File: config.mk
export PLATFORM = sky130hd
export DESIGN_NAME = axi_lite_cmd_master
export DESIGN_NICKNAME = d
export VERILOG_FILES = /design/src/rtl/axi_lite_cmd_master_pkg.sv /design/src/rtl/axi_lite_cmd_timeout.sv /design/src/rtl/axi_lite_cmd_master.sv
export SDC_FILE = /design/constraint.sdc
export NUM_CORES = 1
export LEC_CHECK = 0
export ABC_CLOCK_PERIOD_IN_PS = 6000
export CAP_MARGIN = 20
export CORE_UTILIZATION = 25
export CTS_CLUSTER_SIZE = 8
export DETAILED_ROUTE_END_ITERATION = 12
export GPL_TIMING_DRIVEN = 0
export PLACE_DENSITY_LB_ADDON = 0.08
export SLEW_MARGIN = 20
export SYNTH_ARGS = -nofsm -noshare
export SYNTH_HDL_FRONTEND = slang
export SYNTH_SLANG_ARGS = --single-unit
File: constraint.sdc
create_clock -name axi_aclk -period 6 [get_ports axi_aclk]
set_input_delay 1.2 -clock axi_aclk [delete_from_list [all_inputs] [get_ports axi_aclk]]
set_output_delay 1.2 -clock axi_aclk [all_outputs]
set_load 0.01 [all_outputs]
File: src/rtl/axi_lite_cmd_master_pkg.sv
// Shared types and constants for the AXI4-Lite command master.
package axi_lite_cmd_master_pkg;

  typedef enum logic [2:0] {
    IDLE,
    WR_REQ,
    WR_RESP,
    RD_REQ,
    RD_RESP,
    RSP
  } state_t;

  localparam logic [1:0] RESP_OKAY   = 2'b00;
  localparam logic [1:0] RESP_EXOKAY = 2'b01;
  localparam logic [1:0] RESP_SLVERR = 2'b10;
  localparam logic [1:0] RESP_DECERR = 2'b11;

  // Width needed to hold 0..limit; a disabled timeout (limit 0) still gets one bit.
  function automatic int unsigned cnt_width(input int unsigned limit);
    return (limit == 0) ? 1 : $clog2(limit + 1);
  endfunction

endpackage

File: src/rtl/axi_lite_cmd_timeout.sv
// Transaction watchdog: up-counter with synchronous clear (load of zero) and enable.
module axi_lite_cmd_timeout
  import axi_lite_cmd_master_pkg::*;
#(
  parameter int unsigned LIMIT = 1024,
  parameter int unsigned WIDTH = cnt_width(LIMIT)
) (
  input  logic clk,
  input  logic rst,
  input  logic clr,
  input  logic en,
  output logic expired
);

  localparam logic [WIDTH-1:0] LAST = WIDTH'((LIMIT == 0) ? 0 : LIMIT - 1);

  logic [WIDTH-1:0] count;

  always_ff @(posedge clk or posedge rst) begin
    if (rst) begin
      count <= '0;
    end else if (clr) begin
      count <= '0;
    end else if (en) begin
      count <= count + WIDTH'(1);
    end
  end

  // Fires during the LIMIT-th enabled cycle so the abort lands on that edge.
  assign expired = (LIMIT != 0) && en && (count == LAST);

endmodule

File: src/rtl/axi_lite_cmd_master.sv
// AXI4-Lite initiator: one single-beat command in flight, with watchdog-forced response.
module axi_lite_cmd_master
  import axi_lite_cmd_master_pkg::*;
#(
  parameter int unsigned ADDR_WIDTH     = 32,
  parameter int unsigned TIMEOUT_CYCLES = 1024,
  parameter logic [2:0]  AXI_PROT       = 3'b000
) (
  input  logic                  axi_aclk,
  input  logic                  axi_areset,
  input  logic                  cmd_valid,
  output logic                  cmd_ready,
  input  logic                  cmd_write,
  input  logic [ADDR_WIDTH-1:0] cmd_addr,
  input  logic [31:0]           cmd_wdata,
  input  logic [3:0]            cmd_wstrb,
  output logic                  rsp_valid,
  input  logic                  rsp_ready,
  output logic [31:0]           rsp_rdata,
  output logic [1:0]            rsp_resp,
  output logic                  rsp_timeout,
  output logic                  m_axi_awvalid,
  input  logic                  m_axi_awready,
  output logic [ADDR_WIDTH-1:0] m_axi_awaddr,
  output logic [2:0]            m_axi_awprot,
  output logic                  m_axi_wvalid,
  input  logic                  m_axi_wready,
  output logic [31:0]           m_axi_wdata,
  output logic [3:0]            m_axi_wstrb,
  input  logic                  m_axi_bvalid,
  output logic                  m_axi_bready,
  input  logic [1:0]            m_axi_bresp,
  output logic                  m_axi_arvalid,
  input  logic                  m_axi_arready,
  output logic [ADDR_WIDTH-1:0] m_axi_araddr,
  output logic [2:0]            m_axi_arprot,
  input  logic                  m_axi_rvalid,
  output logic                  m_axi_rready,
  input  logic [31:0]           m_axi_rdata,
  input  logic [1:0]            m_axi_rresp
);

  state_t state;
  logic   cmd_hs;
  logic   cnt_en;
  logic   timeout_hit;
  logic   resp_beat;
  logic   aw_done;
  logic   w_done;

  assign m_axi_awprot = AXI_PROT;
  assign m_axi_arprot = AXI_PROT;

  assign cmd_hs    = cmd_valid && cmd_ready;
  assign cnt_en    = (state == WR_REQ) || (state == WR_RESP) ||
                     (state == RD_REQ) || (state == RD_RESP);
  assign resp_beat = (m_axi_bvalid && m_axi_bready) || (m_axi_rvalid && m_axi_rready);
  assign aw_done   = !m_axi_awvalid || m_axi_awready;
  assign w_done    = !m_axi_wvalid  || m_axi_wready;

  axi_lite_cmd_timeout #(
    .LIMIT (TIMEOUT_CYCLES),
    .WIDTH (cnt_width(TIMEOUT_CYCLES))
  ) u_timeout (
    .clk     (axi_aclk),
    .rst     (axi_areset),
    .clr     (cmd_hs),
    .en      (cnt_en),
    .expired (timeout_hit)
  );

  always_ff @(posedge axi_aclk or posedge axi_areset) begin
    if (axi_areset) begin
      state         <= IDLE;
      cmd_ready     <= 1'b0;
      m_axi_awvalid <= 1'b0;
      m_axi_wvalid  <= 1'b0;
      m_axi_bready  <= 1'b0;
      m_axi_arvalid <= 1'b0;
      m_axi_rready  <= 1'b0;
      m_axi_awaddr  <= '0;
      m_axi_araddr  <= '0;
      m_axi_wdata   <= '0;
      m_axi_wstrb   <= '0;
      rsp_valid     <= 1'b0;
      rsp_rdata     <= '0;
      rsp_resp      <= RESP_OKAY;
      rsp_timeout   <= 1'b0;
    end else if (timeout_hit && !resp_beat) begin
      // A B/R beat on the expiry cycle wins; otherwise abandon the bus transaction.
      m_axi_awvalid <= 1'b0;
      m_axi_wvalid  <= 1'b0;
      m_axi_bready  <= 1'b0;
      m_axi_arvalid <= 1'b0;
      m_axi_rready  <= 1'b0;
      rsp_valid     <= 1'b1;
      rsp_rdata     <= '0;
      rsp_resp      <= RESP_SLVERR;
      rsp_timeout   <= 1'b1;
      state         <= RSP;
    end else begin
      case (state)
        IDLE: begin
          cmd_ready <= 1'b1;
          if (cmd_hs) begin
            cmd_ready <= 1'b0;
            if (cmd_write) begin
              m_axi_awvalid <= 1'b1;
              m_axi_wvalid  <= 1'b1;
              m_axi_awaddr  <= cmd_addr;
              m_axi_wdata   <= cmd_wdata;
              m_axi_wstrb   <= cmd_wstrb;
              state         <= WR_REQ;
            end else begin
              m_axi_arvalid <= 1'b1;
              m_axi_araddr  <= cmd_addr;
              state         <= RD_REQ;
            end
          end
        end
        WR_REQ: begin
          if (m_axi_awvalid && m_axi_awready) m_axi_awvalid <= 1'b0;
          if (m_axi_wvalid && m_axi_wready)   m_axi_wvalid  <= 1'b0;
          if (aw_done && w_done) begin
            m_axi_bready <= 1'b1;
            state        <= WR_RESP;
          end
        end
        WR_RESP: begin
          if (m_axi_bvalid) begin
            m_axi_bready <= 1'b0;
            rsp_valid    <= 1'b1;
            rsp_rdata    <= '0;
            rsp_resp     <= m_axi_bresp;
            rsp_timeout  <= 1'b0;
            state        <= RSP;
          end
        end
        RD_REQ: begin
          if (m_axi_arready) begin
            m_axi_arvalid <= 1'b0;
            m_axi_rready  <= 1'b1;
            state         <= RD_RESP;
          end
        end
        RD_RESP: begin
          if (m_axi_rvalid) begin
            m_axi_rready <= 1'b0;
            rsp_valid    <= 1'b1;
            rsp_rdata    <= m_axi_rdata;
            rsp_resp     <= m_axi_rresp;
            rsp_timeout  <= 1'b0;
            state        <= RSP;
          end
        end
        RSP: begin
          if (rsp_ready) begin
            rsp_valid <= 1'b0;
            cmd_ready <= 1'b1;
            state     <= IDLE;
          end
        end
        default: state <= IDLE;
      endcase
    end
  end

endmodule

# --- Yosys cells after proc, flatten, opt, wreduce, memory -nomap -nowiden ---
# Index checks and enable logic that the tools add are counted.
word_totals:
  ff_bits: 156
  inputBits: 114
  output_inout_bits: 148
  word_cells: 123
classes:
  n_addsub: 1
  n_eq_ne: 17
  n_mux: 50
  bitwise: 2
  reduce_logical: 37
ops:
  columns: ["cell", "count"]
  rows:
  - ["$mux W32", 3]
  - ["$pmux W32 S2", 1]
  - ["$reduce_and A4 Y1", 6]
  - ["$mux W1", 23]
  - ["$mux W11", 2]
  - ["$mux W3", 7]
  - ["$pmux W3 S6", 1]
  - ["$reduce_bool A3 Y1", 5]
  - ["$pmux W1 S2", 7]
  - ["$ne A3 B3 Y1 const B", 4]
  - ["$reduce_and A3 Y1", 4]
  - ["$add A11 B1 Y11 const B", 1]
  - ["$eq A11 B10 Y1 const B", 1]
  - ["$ne A3 B1 Y1 const B", 3]
  - ["$ne A3 B2 Y1 const B", 3]
  - ["$logic_and A1 B1 Y1", 8]
  - ["$mux W2", 4]
  - ["$eq A3 B2 Y1 const B", 2]
  - ["$eq A3 B3 Y1 const B", 2]
  - ["$logic_or A1 B1 Y1", 6]
  - ["$reduce_and A6 Y1", 1]
  - ["$pmux W2 S2", 1]
  - ["$reduce_bool A2 Y1", 2]
  - ["$reduce_bool A4 Y1", 1]
  - ["6 further kinds", 9]

# --- Logic depth before layout (Yosys ltp) ---
logic_depth:
  word_depth: 8
  depth_mapped: 7

# --- By module ---
# A second synthesis with hierarchy kept.
unflattened:
  cells_unflattened: 506
  hier_area_um2: 6587.6
by_module_without_submodules:
  columns: ["mod", "instances", "cells_each", "area_each_um2"]
  rows:
  - ["axi_lite_cmd_master", 1, 447, 6005.8]
  - ["axi_lite_cmd_timeout", 1, 59, 581.8]

# --- Worst setup path before layout ---
# OpenSTA, ideal clock, no wires.
synth_path:
  kind: "in2reg"
  startpoint: "input port m_axi_bvalid"
  endpoint: "register rsp_rdata[0]"
  setup_ps: 121
  arrival_time_ps: 2304
  required_time_ps: 5879
  slack_ps: 3575
  path_stages: 5
  path_buffers: 1
  cell_sequence: "a221o_1 > nor3_4 > nor2_2 > buf_2 > a22o_1"
synth_via:
  elab_chain_len: 6
  word_cells_on_any_way: 9
synth_lines:
  columns: ["element", "line", "source"]
  rows:
  - ["from (decl)", "axi_lite_cmd_master.sv:30", "input logic m_axi_bvalid,"]
  - ["$logic_and A1 B1 Y1", "axi_lite_cmd_master.sv:57", "assign resp_beat = (m_axi_bvalid && m_axi_bready) || (m_axi_rvalid && m_axi_rready);"]
  - ["$logic_or A1 B1 Y1", "axi_lite_cmd_master.sv:57", null]
  - ["$logic_not A1 Y1", "axi_lite_cmd_master.sv:89", "end else if (timeout_hit && !resp_beat) begin"]
  - ["$logic_and A1 B1 Y1", "axi_lite_cmd_master.sv:89", null]
  - ["$ne A3 B2 Y1 (no source line) / $reduce_bool A3 Y1 (equally long branches)", null, null]
  - ["$reduce_and A3 Y1 (no source line)", null, null]
  - ["to (signal assigned)", "axi_lite_cmd_master.sv:150", "rsp_rdata <= m_axi_rdata;"]
  - ["to (decl)", "axi_lite_cmd_master.sv:19", "output logic [31:0] rsp_rdata,"]
# Several ways; a longest one is shown, not always the timed one.
# A chain may end at the register's enable or synchronous reset.

# --- Worst setup path in the final report ---
layout_path:
  startpoint: "input port cmd_valid"
  endpoint: "register m_axi_araddr[0]"
layout_via:
  elab_chain_len: 2
layout_lines:
  columns: ["element", "line", "source"]
  rows:
  - ["from (decl)", "axi_lite_cmd_master.sv:11", "input logic cmd_valid,"]
  - ["$logic_and A1 B1 Y1", "axi_lite_cmd_master.sv:54", "assign cmd_hs = cmd_valid && cmd_ready;"]
  - ["$reduce_and A4 Y1 (no source line)", null, null]
  - ["to (signal assigned)", "axi_lite_cmd_master.sv:116", "m_axi_araddr <= cmd_addr;"]
  - ["to (decl)", "axi_lite_cmd_master.sv:35", "output logic [ADDR_WIDTH-1:0] m_axi_araddr,"]
# No other way between the ends.

==> impl_metrics.tcl <==
set metrics [dict create \
    p_leak_nw 4.10 \
    die_x_um 159 \
    n_fill_cell 2335 \
    worstSkewPairLatency_ns 0.42 \
    fin_skew_ns 0.0102 \
    cts_resized 0 \
    hold_viol_final 0 \
    required_ns 6.30 \
    dieArea_sq_um 25400 \
    outcome "finished, final reports clean" \
    layout.nets 833 \
    drc_errors 0 \
    finalSetupViolCount 0 \
    layout-drive-gt1-share_pct 22.9 \
    slew_headroom_pct 63.6 \
    pin_count 262 \
    cp.depth 7 \
    drtPass1Iterations 4 \
    cp_num_buf_inv 3 \
    cts_tree "done" \
    yosysTopAreaCell "dfrtp_1" \
    grt_max_degree 104 \
    ys_async_sr_fraction_pct 100 \
    p_sw_mw 1.61 \
    die_h_um 159 \
    ctsHtreeMaxLevel 4 \
    period_share_pct 46.4 \
    port_buffers 255 \
    grt_pass1_wl_um 27900 \
    yosysUniqueCellTypes 44 \
    arrival_ns 3.09 \
    ys.flop_type "dfrtp_1" \
    netlist.area_leader.share_pct 63.0 \
    peakVddDrop_v 0.000222 \
    clkSlewWorstSetupHoldPaths_ns 0.06 \
    clk_path_buf_depth 2 \
    detail-route-antenna-nets 0 \
    diodes 0 \
    synth_seq_cells 156 \
    hold_buffers 0 \
    fmax_ghz 0.359 \
    synth_most_common_cell "dfrtp_1" \
    clock_power_share_pct 20.1 \
    cp_slowest_cell "clkdlybuf4s50_1" \
    path_cells "clkdlybuf4s50_1, nand2_1, nor4_2, nor2b_1, buf_2, buf_4, mux2_2" \
    avgViaCountPerCell 4.36 \
    coreArea_sq_um 24300 \
    final_cell_area_sq_um 9750 \
    yosys_warnings 0 \
    synth.avg_cell_area_sq_um 14.1 \
    synthTopCellsByArea "dfrtp_1 (63%), mux2_2 (18%), a22o_1 (4.5%), buf_2 (1.4%), buf_4 (1.2%)" \
    dp_hpwl_um 12700 \
    area_delta_synth_final_pct 57.5 \
    clock_tree.root_cell "clkbuf_16" \
    grt_pass1_vias 4968 \
    critPathMaxStageDelay_ns 0.48 \
    cts_setup_buffers 0 \
    rsz0062_at_grt "false" \
    worstMarginPinSlew_ns 0.546 \
    synth_edf_count 0 \
    hold_path_class "flop to flop" \
    placementRows 57 \
    placed_cells 1023 \
    p_total_mw 5.04 \
    numCtsBuffers 17 \
    utilization_pct 40.1 \
    routed-via-count 4591 \
    syn_area_sq_um 6190 \
    endpoint_kind "flop" \
    cp_max_fo 10 \
    ff2ff_path_depth 6 \
    startpoint_type "input pin" \
    path_delay_family "buffers and inverters" \
    crit_path_start "cmd_valid" \
    grt_antenna_before_repair 0 \
    finalMaxSlewViolations 0 \
    crit_path_end "m_axi_araddr[0]" \
    grt_overflow 0 \
    reg2reg_from "state[0]" \
    comb_power_share_pct 44.1 \
    drt_iter0_drc 242 \
    grt_use_total_pct 14.2 \
    fin_cells 1054 \
    internal-power_mw 3.44 \
    powerDensity_nw_per_um2 517 \
    timing.setup.tns_ns 0 \
    crit_type "input pin to flop" \
    gp_congestion 0.809 \
    fin_ws_ns 3.21 \
    hold_slack_ns 0.504 \
    yosys-top-cells-count "dfrtp_1 (156), mux2_2 (101), a22o_1 (32)" \
    seq_area_frac_synth_pct 63.0 \
    rr_endpoint "m_axi_araddr[0]" \
    period_needed_ns 2.79 \
    preCtsSetupSlack_ns 2.74 \
    whs_path_depth 1 \
    postPlaceCellArea_sq_um 9200 \
    synth_cells 438 \
    sw_frac_of_total_pct 31.8 \
    cts.sinks 156 \
    rrSetupSlack_ns 3.87 \
    seqPwrFrac_pct 35.9 \
    wl_um 17400 \
    avgRoutedWirePerCell_um 16.5 \
    max_cap_viol_count 0 \
    start_util_pct 25.5 \
]
==> power by group through the flow <==
stage / registers [mW] / clock network (mW) / logic, mW
6_report: 1.81 / 1.01 / 2.22
5_1_grt: 1.88 / 1.10 / 2.38
4_1_cts: 1.81 / 1.05 / 2.26
3_5_place_dp: 1.83 / 0 / 2.25
3_3_place_gp: 1.81 / 0 / 2.24
2_1_floorplan: 2.03 / 0 / 0.761
==> flip-flops by register name, summed over array words and instances, names as in the netlist, 2 cells and up <==
signal,count
rsp_rdata,32
u_timeout.count,11
m_axi_wstrb,4
state,3
m_axi_araddr,32
rsp_resp,2
m_axi_wdata,32
m_axi_awaddr,32
==> layout make-up <==
type | count | area (sq um) | area share [%]
tap | 324 | 405 | 4.16
buffer | 30 | 171 | 1.76
sequential | 156 | 3900 | 40.0
timing repair buffer | 256 | 2580 | 26.5
clock buffer | 18 | 439 | 4.50
inverter | 4 | 22.5 | 0.231
clock inverter | 13 | 109 | 1.12
multi-input combinational | 253 | 2120 | 21.7
==> worst reg2reg max path, stage by stage, from the launching register on <==
cell and delay [ns]:
dfrtp_1 0.39, buf_2 0.19, nor4_2 0.36, nor2b_1 0.26
buf_2 0.22, buf_4 0.24, mux2_2 0.36
==> worst min-delay path by stage <==
stage | to | start | slack, ns
detailed placement | rsp_rdata[18] | rsp_rdata[18] | 0.49
floorplan | u_timeout.count[1] | u_timeout.count[1] | 0.50
global route | rsp_rdata[24] | rsp_rdata[24] | 0.52
CTS | m_axi_awaddr[8] | m_axi_awaddr[8] | 0.51
global placement | rsp_rdata[12] | rsp_rdata[12] | 0.49
finish | m_axi_awaddr[8] | m_axi_awaddr[8] | 0.50
==> cell families after synthesis <==
logic type | Yosys count | share of synthesized area [%]
DFF | 156 | 63.0
buffers and inverters | 34 | 3.01
other | 1 | 0.0606
xor gates and xnor gates | 8 | 1.13
AOI/OAI and AO/OA | 62 | 7.68
and+or+nand+nor | 73 | 6.18
muxes | 103 | 18.7
adders and majority gates | 1 | 0.202
==> cells in the final DEF, fill, tap and decap left out, types with 4 or more instances in the layout <==
master and instances:
mux2_2 101, dfrtp_1 156, clkbuf_16 17, xor2_1 5, conb_1 6, buf_4 10
a21oi_1 6, a31oi_1 4, nor3_1 5, nand2_1 17, nor2b_1 4, a22o_1 32
nand2b_1 5, nor2_1 19, o21ai_0 6, buf_2 17, clkdlybuf4s50_1 255, nand4_1 4
inv_6 5
==> per-layer routing <==
metal / global-route usage, % / share of wire (%) / up-vias
li1: - / - / 2110
met1: 16.9 / 41 / 2280
met2: 23.2 / 48 / 186
met3: 6.04 / 9.3 / 15
met4: 4.46 / 1.4 / 0
met5: 0 / 0 / -
(Power assumes the default switching activity.)
